`src/rtl/if_id_pipe.sv`:
```
// IF/ID pipeline stage: valid/ready handshake, flush, NOP when empty.
// Define IF_ID_SKID_EN for a two-entry skid buffer with a registered in_ready_o.
module if_id_pipe #(
  parameter int              DW       = 32,
  parameter int              AW       = 32,
  parameter logic [DW-1:0]   NOP_INST = DW'(32'h0000_0013)
) (
  input  logic          clk,
  input  logic          rst,
  input  logic          flush_i,
  input  logic          in_valid_i,
  output logic          in_ready_o,
  input  logic [DW-1:0] inst_i,
  input  logic [AW-1:0] inst_addr_i,
  input  logic          fault_i,
  output logic          out_valid_o,
  input  logic          out_ready_i,
  output logic [DW-1:0] inst_o,
  output logic [AW-1:0] inst_addr_o,
  output logic          fault_o
);

  localparam int EW = DW + AW + 1;

  typedef enum logic [1:0] {
    EMPTY = 2'd0,
    ONE   = 2'd1,
    TWO   = 2'd2
  } state_t;

  state_t          r_state;
  state_t          w_state_nxt;
  logic [EW-1:0]   r_main_p1;
  logic            w_vld_p1;
  logic            w_in_xfer;
  logic            w_out_xfer;
  logic            w_load_in;
  logic [EW-1:0]   w_in_ent;

`ifdef IF_ID_SKID_EN
  logic [EW-1:0]   r_skid_p1;
  logic            r_in_ready;
  logic            w_push_skid;
  logic            w_pop_skid;
`endif

  assign w_vld_p1   = (r_state != EMPTY);
  assign w_in_xfer  = in_valid_i && in_ready_o;
  assign w_out_xfer = w_vld_p1 && out_ready_i;
  assign w_in_ent   = {fault_i, inst_addr_i, inst_i};

  // Flush beats any handshake; an output transfer in the same cycle is still consumed.
  always_comb begin
    w_state_nxt = r_state;
    w_load_in   = 1'b0;
`ifdef IF_ID_SKID_EN
    w_push_skid = 1'b0;
    w_pop_skid  = 1'b0;
`endif
    if (flush_i) begin
      w_state_nxt = EMPTY;
    end else begin
      case (r_state)
        EMPTY: begin
          if (w_in_xfer) begin
            w_state_nxt = ONE;
            w_load_in   = 1'b1;
          end
        end
        ONE: begin
          if (w_in_xfer && w_out_xfer) begin
            w_load_in = 1'b1;
          end else if (w_out_xfer) begin
            w_state_nxt = EMPTY;
`ifdef IF_ID_SKID_EN
          end else if (w_in_xfer) begin
            w_state_nxt = TWO;
            w_push_skid = 1'b1;
`endif
          end
        end
`ifdef IF_ID_SKID_EN
        TWO: begin
          if (w_out_xfer) begin
            w_state_nxt = ONE;
            w_pop_skid  = 1'b1;
          end
        end
`endif
        default: w_state_nxt = EMPTY;
      endcase
    end
  end

  always_ff @(posedge clk) begin
    if (rst) begin
      r_state <= EMPTY;
    end else begin
      r_state <= w_state_nxt;
    end
  end

  // Stage p1 storage: data is not reset, the occupancy state masks it.
  always_ff @(posedge clk) begin
    if (w_load_in) begin
      r_main_p1 <= w_in_ent;
`ifdef IF_ID_SKID_EN
    end else if (w_pop_skid) begin
      r_main_p1 <= r_skid_p1;
`endif
    end
  end

`ifdef IF_ID_SKID_EN
  always_ff @(posedge clk) begin
    if (w_push_skid) begin
      r_skid_p1 <= w_in_ent;
    end
  end

  // Registered ready decouples decode back-pressure from the fetch timing path.
  always_ff @(posedge clk) begin
    if (rst) begin
      r_in_ready <= 1'b1;
    end else begin
      r_in_ready <= (w_state_nxt != TWO);
    end
  end

  assign in_ready_o = r_in_ready;
`else
  assign in_ready_o = !w_vld_p1 || out_ready_i;
`endif

  assign out_valid_o = w_vld_p1;
  assign inst_o      = w_vld_p1 ? r_main_p1[DW-1:0]   : NOP_INST;
  assign inst_addr_o = w_vld_p1 ? r_main_p1[DW +: AW] : '0;
  assign fault_o     = w_vld_p1 ? r_main_p1[EW-1]     : 1'b0;

endmodule

```
`config.mk`:
```
export PLATFORM = sky130hd
export DESIGN_NAME = if_id_pipe
export DESIGN_NICKNAME = d
export VERILOG_FILES = /design/src/rtl/if_id_pipe.sv
export SDC_FILE = /design/constraint.sdc
export NUM_CORES = 1
export LEC_CHECK = 0
export BUFFER_PORTS_ARGS = -buffer_cell sky130_fd_sc_hd__buf_2
export CELL_PAD_IN_SITES_DETAIL_PLACEMENT = 2
export CELL_PAD_IN_SITES_GLOBAL_PLACEMENT = 2
export CORE_MARGIN = 3
export CORE_UTILIZATION = 30
export DETAILED_ROUTE_END_ITERATION = 7
export GPL_ROUTABILITY_DRIVEN = 1
export GPL_TIMING_DRIVEN = 0
export PLACE_DENSITY = 0.91
export SYNTH_ARGS = -nofsm -noshare
export SYNTH_HDL_FRONTEND = slang
export SYNTH_SLANG_ARGS = --single-unit
```
`constraint.sdc`:
```
create_clock -name clk -period 13.5 [get_ports clk]
set_clock_uncertainty 0.05 [all_clocks]
set_input_delay 2.025 -clock clk [delete_from_list [all_inputs] [get_ports clk]]
set_output_delay 2.025 -clock clk [all_outputs]
set_load 0.05 [all_outputs]
```
=== Yosys cells after proc, flatten, opt, wreduce, memory -nomap -nowiden ===
Index checks and enable logic that the tools add are counted.

* Register bits: 67
* Output and inout port bits: 67
* Bits of input ports: 70
* Word-level logic and storage cells: 26

* Equal/unequal tests: 4
* Mux-type cells: 11
* Reduce and logical (&&, ||, !) cells: 9

{| class="wikitable"
|+ Operator list
! cell !! number
|-
| $mux 32 || 2
|-
| $mux 2 || 3
|-
| $ne 2x2->1 const B || 3
|-
| $mux 1 || 4
|-
| $pmux 2 s2 || 1
|-
| $logic_and 1x1->1 || 3
|-
| $reduce_and 3->1 || 1
|-
| $eq 2x1->1 const B || 1
|-
| $logic_not 2->1 || 1
|-
| $pmux 1 s2 || 1
|-
| $reduce_bool 2->1 || 1
|-
| $reduce_or 2->1 || 1
|-
| $logic_not 1->1 || 1
|-
| $logic_or 1x1->1 || 1
|}

=== Logic depth before layout (Yosys ltp) ===
* Depth in word-level cells: 8
* Mapped depth: 3
* Gate-level depth less buffers: 2

=== Worst setup path after synthesis ===
Ideal clock, no wire load.

* Path kind: input-to-reg
* From: input out_ready_i
* To: register r_main_p1[0] (enable)
* Required time: 12867 ps
* Buffers on the path: 0
* Path slack: 5525 ps
* Data arrival time: 7342 ps
* Setup time: 583 ps
* Stages on the path: 2
* Cells stage by stage: nand2b_1 > nor3b_1

* Word-level cells in the longest chain between the ends: 6
* Elaborated cells on any way between the ends: 8
* Classes of those cells: mux (4); reduce/logical (4)

{| class="wikitable"
|+ Ends and longest elaborated chain
! what !! line !! text
|-
| start, declared || 17 || <nowiki>input logic out_ready_i,</nowiki>
|-
| $logic_or 1x1->1 || 132 || <nowiki>assign in_ready_o = !w_vld_p1 || out_ready_i;</nowiki>
|-
| $logic_and 1x1->1 || 48 || <nowiki>assign w_in_xfer = in_valid_i && in_ready_o;</nowiki>
|-
| $logic_and 1x1->1 || 71 || <nowiki>if (w_in_xfer && w_out_xfer) begin</nowiki>
|-
| $mux 1 || 71 ||
|-
| $pmux 1 s2 * || 63 || <nowiki>case (r_state)</nowiki>
|-
| $mux 1 * || 60 || <nowiki>if (flush_i) begin</nowiki>
|-
| named net w_load_in || 37 || <nowiki>logic w_load_in;</nowiki>
|-
| end signal, assigned || 106 || <nowiki>r_main_p1 <= w_in_ent;</nowiki>
|-
| end, declared || 33 || <nowiki>logic [EW-1:0] r_main_p1;</nowiki>
|}

The timed path passes the listed nets; every way through them passes the cells marked *.
A chain may end at the register's enable or synchronous reset.

=== Worst setup path in the final report ===
* From: input out_ready_i
* To: output in_ready_o

* Word-level cells in the longest chain between the ends: 1

{| class="wikitable"
|+ Ends and longest elaborated chain
! what !! line !! text
|-
| $logic_or 1x1->1 || 132 ||
|-
| end, declared || 12 || <nowiki>output logic in_ready_o,</nowiki>
|}

Every way passes these cells.

==> impl_metrics.env <==
export IMPL_drt_first_pass_iters=4
export IMPL_grt_usage_pct=14.19
export IMPL_period_needed_ps=4590
export IMPL_die_w_um=96.18
export IMPL_holdPathEnd="r_state[0]$_SDFFE_PP0P_"
export IMPL_vias=1681
export IMPL_start_kind="primary input"
export IMPL_dieArea_sq_mm=0.009251
export IMPL_grt_pass1_vias=1890
export IMPL_setup_violations=0
export IMPL_core_area_sq_mm=0.007807
export IMPL_hpwl_um=5211
export IMPL_setup_slack_ps=8910
export IMPL_final_setup_tns_ps=0
export IMPL_avgSynthCellArea_sq_um=17.18
export IMPL_rows=32
export IMPL_diodes=0
export IMPL_final_common_cell="buf_2"
export IMPL_yosys_warnings=0
export IMPL_root_buffer="clkbuf_8"
export IMPL_fin_crit_sh_pct=34.00
export IMPL_insertion_delay_ps=320
export IMPL_viasPerCell=4.203
export IMPL_worstMarginPinSlew_ps=470.0
export IMPL_powerDensity_mw_per_mm2=125.5
export IMPL_hold_viol_final=0
export IMPL_cpPeakStageDelay_ps=280
export IMPL_cts_sinks=66
export IMPL_most_common_layout_cells="141 x buf_2, 65 x edfxtp_1, 62 x and2_1"
export IMPL_wl_um=6425
export IMPL_drt_iter0_markers=36
export IMPL_area_delta_synth_final_pct=42.97
export IMPL_synth_seq_area_share_pct=80.82
export IMPL_n_fill_cell=823
export IMPL_reg2reg_setup_slack_ps=11760
export IMPL_synthDistinctLibCells=10
export IMPL_drive_above_1_share_pct=54.36
export IMPL_ys_seq_elements=66
export IMPL_hp_start="r_state[0]$_SDFFE_PP0P_"
export IMPL_die_height_um=96.18
export IMPL_antenna_found_initial=1
export IMPL_vdd_drop_max_mv=0.07131
export IMPL_grt_max_degree=15
export IMPL_postRouteAntennaNets=0
export IMPL_nets=364
export IMPL_cp_max_fo=3
export IMPL_reg2reg_to="r_main_p1[56]$_DFFE_PP_"
export IMPL_drcViolationCount=0
export IMPL_drt_met1_wl_um=1958
export IMPL_wl_met2_um=3702
export IMPL_min_path_cells=2
export IMPL_top_layer="met5"
export IMPL_cts_clk_slew_worst_paths_ps=60
export IMPL_dpl_worst_slack_ps=8903
export IMPL_ff2ff_path_depth=4
export IMPL_syn_num_nets=212
export IMPL_outcome="complete, no violations"
export IMPL_cpMostUsedCell="buf_2"
export IMPL_p_leak_nw=1.583
export IMPL_port_buffer_count=136
export IMPL_syn_inst=142
export IMPL_synth_area_sq_mm=0.002440
export IMPL_pin_count=137
export IMPL_wl_met3_um=698
export IMPL_min_path_type="reg -> reg"
export IMPL_arrival_ps=2520
export IMPL_worst_hold_slack_ps=558.7
export IMPL_ctsResizeCount=0
export IMPL_regArea_sq_mm=0.001972
export IMPL_critPathRequiredTime_ps=11430
export IMPL_gp_congestion=0.6375
export IMPL_grt_pass1_wl_um=9487
export IMPL_cp_slowest_cell="buf_2"
export IMPL_relSlewSlack_pct=68.53
export IMPL_fmax_mhz=217.9
export IMPL_h_tree_depth=3
export IMPL_r2r_start="r_state[0]$_SDFFE_PP0P_"
export IMPL_finalMaxSlewViolations=0
export IMPL_timing_worst_setup_path_type="in -> out"
export IMPL_cts_setup_buffers=0
export IMPL_maxCapViolations=0
export IMPL_clockBufferDepth=2
export IMPL_grt_ovfl_total=0
export IMPL_cts_tree="done"
export IMPL_start_util_pct=31.25
export IMPL_routedWlPerCell_um=16.06
export IMPL_p_total_mw=0.4376
export IMPL_rsz0062_at_grt="false"
export IMPL_cts_buffers=9
export IMPL_fin_area_sq_mm=0.003488
export IMPL_cp_cell_sequence="buf_2 > nand2b_1 > buf_2"
export IMPL_cts_hold_buf=0
export IMPL_crit_path_end_kind="output pin"
export IMPL_multi_input_area_sq_um=432.9
export IMPL_dpl_cell_area_sq_mm=0.003306
[report_power, final]
| part | total [mW] | internal [mW] | switching [mW] |
|---|---|---|---|
| Combinational | 0.0479 | 0.0153 | 0.0326 |
| Sequential | 0.237 | 0.235 | 0.00197 |
| Clock | 0.152 | 0.0829 | 0.0695 |
[cells by family (layout without fill, tap and decap cells)]
group,Yosys count,after routing,share of synthesized area (%)
AO/OA/AOI/OAI,1,1,0.3078
buffers and inverters,8,164,1.641
flip-flops,66,66,80.82
AND/OR/NAND/NOR,67,67,17.23
[worst max path at each step]
stage / start / to
after floorplan: out_ready_i / r_main_p1[0]$_DFFE_PP_
after global placement: out_ready_i / r_main_p1[55]$_DFFE_PP_
after detailed placement: out_ready_i / in_ready_o
after CTS: out_ready_i / in_ready_o
after global routing: out_ready_i / in_ready_o
final: out_ready_i / in_ready_o
[sequential cells by signal, summed over array words and instances, names as in the netlist]
name / cells
r_main_p1: 65
r_state: 1
[through the flow]
step           std cells  utilization (%)
3_3_place_gp         380            41.60
4_1_cts              400            44.68
3_5_place_dp         385            42.34
5_1_grt              400            44.68
2_1_floorplan        142                -
6_report             400            44.68
[layout make-up]
class | count | area share (%)
plain buffers | 7 | 1.040
clock buffers | 9 | 3.551
clock inverters | 6 | 1.686
inverters | 1 | 0.1076
multi-input cells | 68 | 12.41
flip-flops and latches | 66 | 56.53
well taps | 102 | 3.659
repair buffers | 141 | 21.02
[cell usage after synthesis (all sizes together)]
| cell | count | area (sq um) |
|---|---|---|
| inv | 1 | 3.750 |
| clkbuf | 1 | 3.750 |
| buf | 6 | 32.53 |
| nor3b | 1 | 7.510 |
| nand2b | 4 | 25.02 |
| dfxtp | 1 | 20.02 |
| a211oi | 1 | 7.510 |
| edfxtp | 65 | 1952 |
| and2 | 62 | 387.9 |
[per-layer routing]
layer,vias to the layer above,GRT usage [%]
met5,-,0
met3,9,6.177
li1,794,-
met1,800,13.19
met4,2,5.332
met2,76,26.91
[worst max-delay path: cells and delay by family]
family	cells	cell delay [ps]
buf+inv	2	350
simple gates	1	140
(Power assumes the default switching activity.)
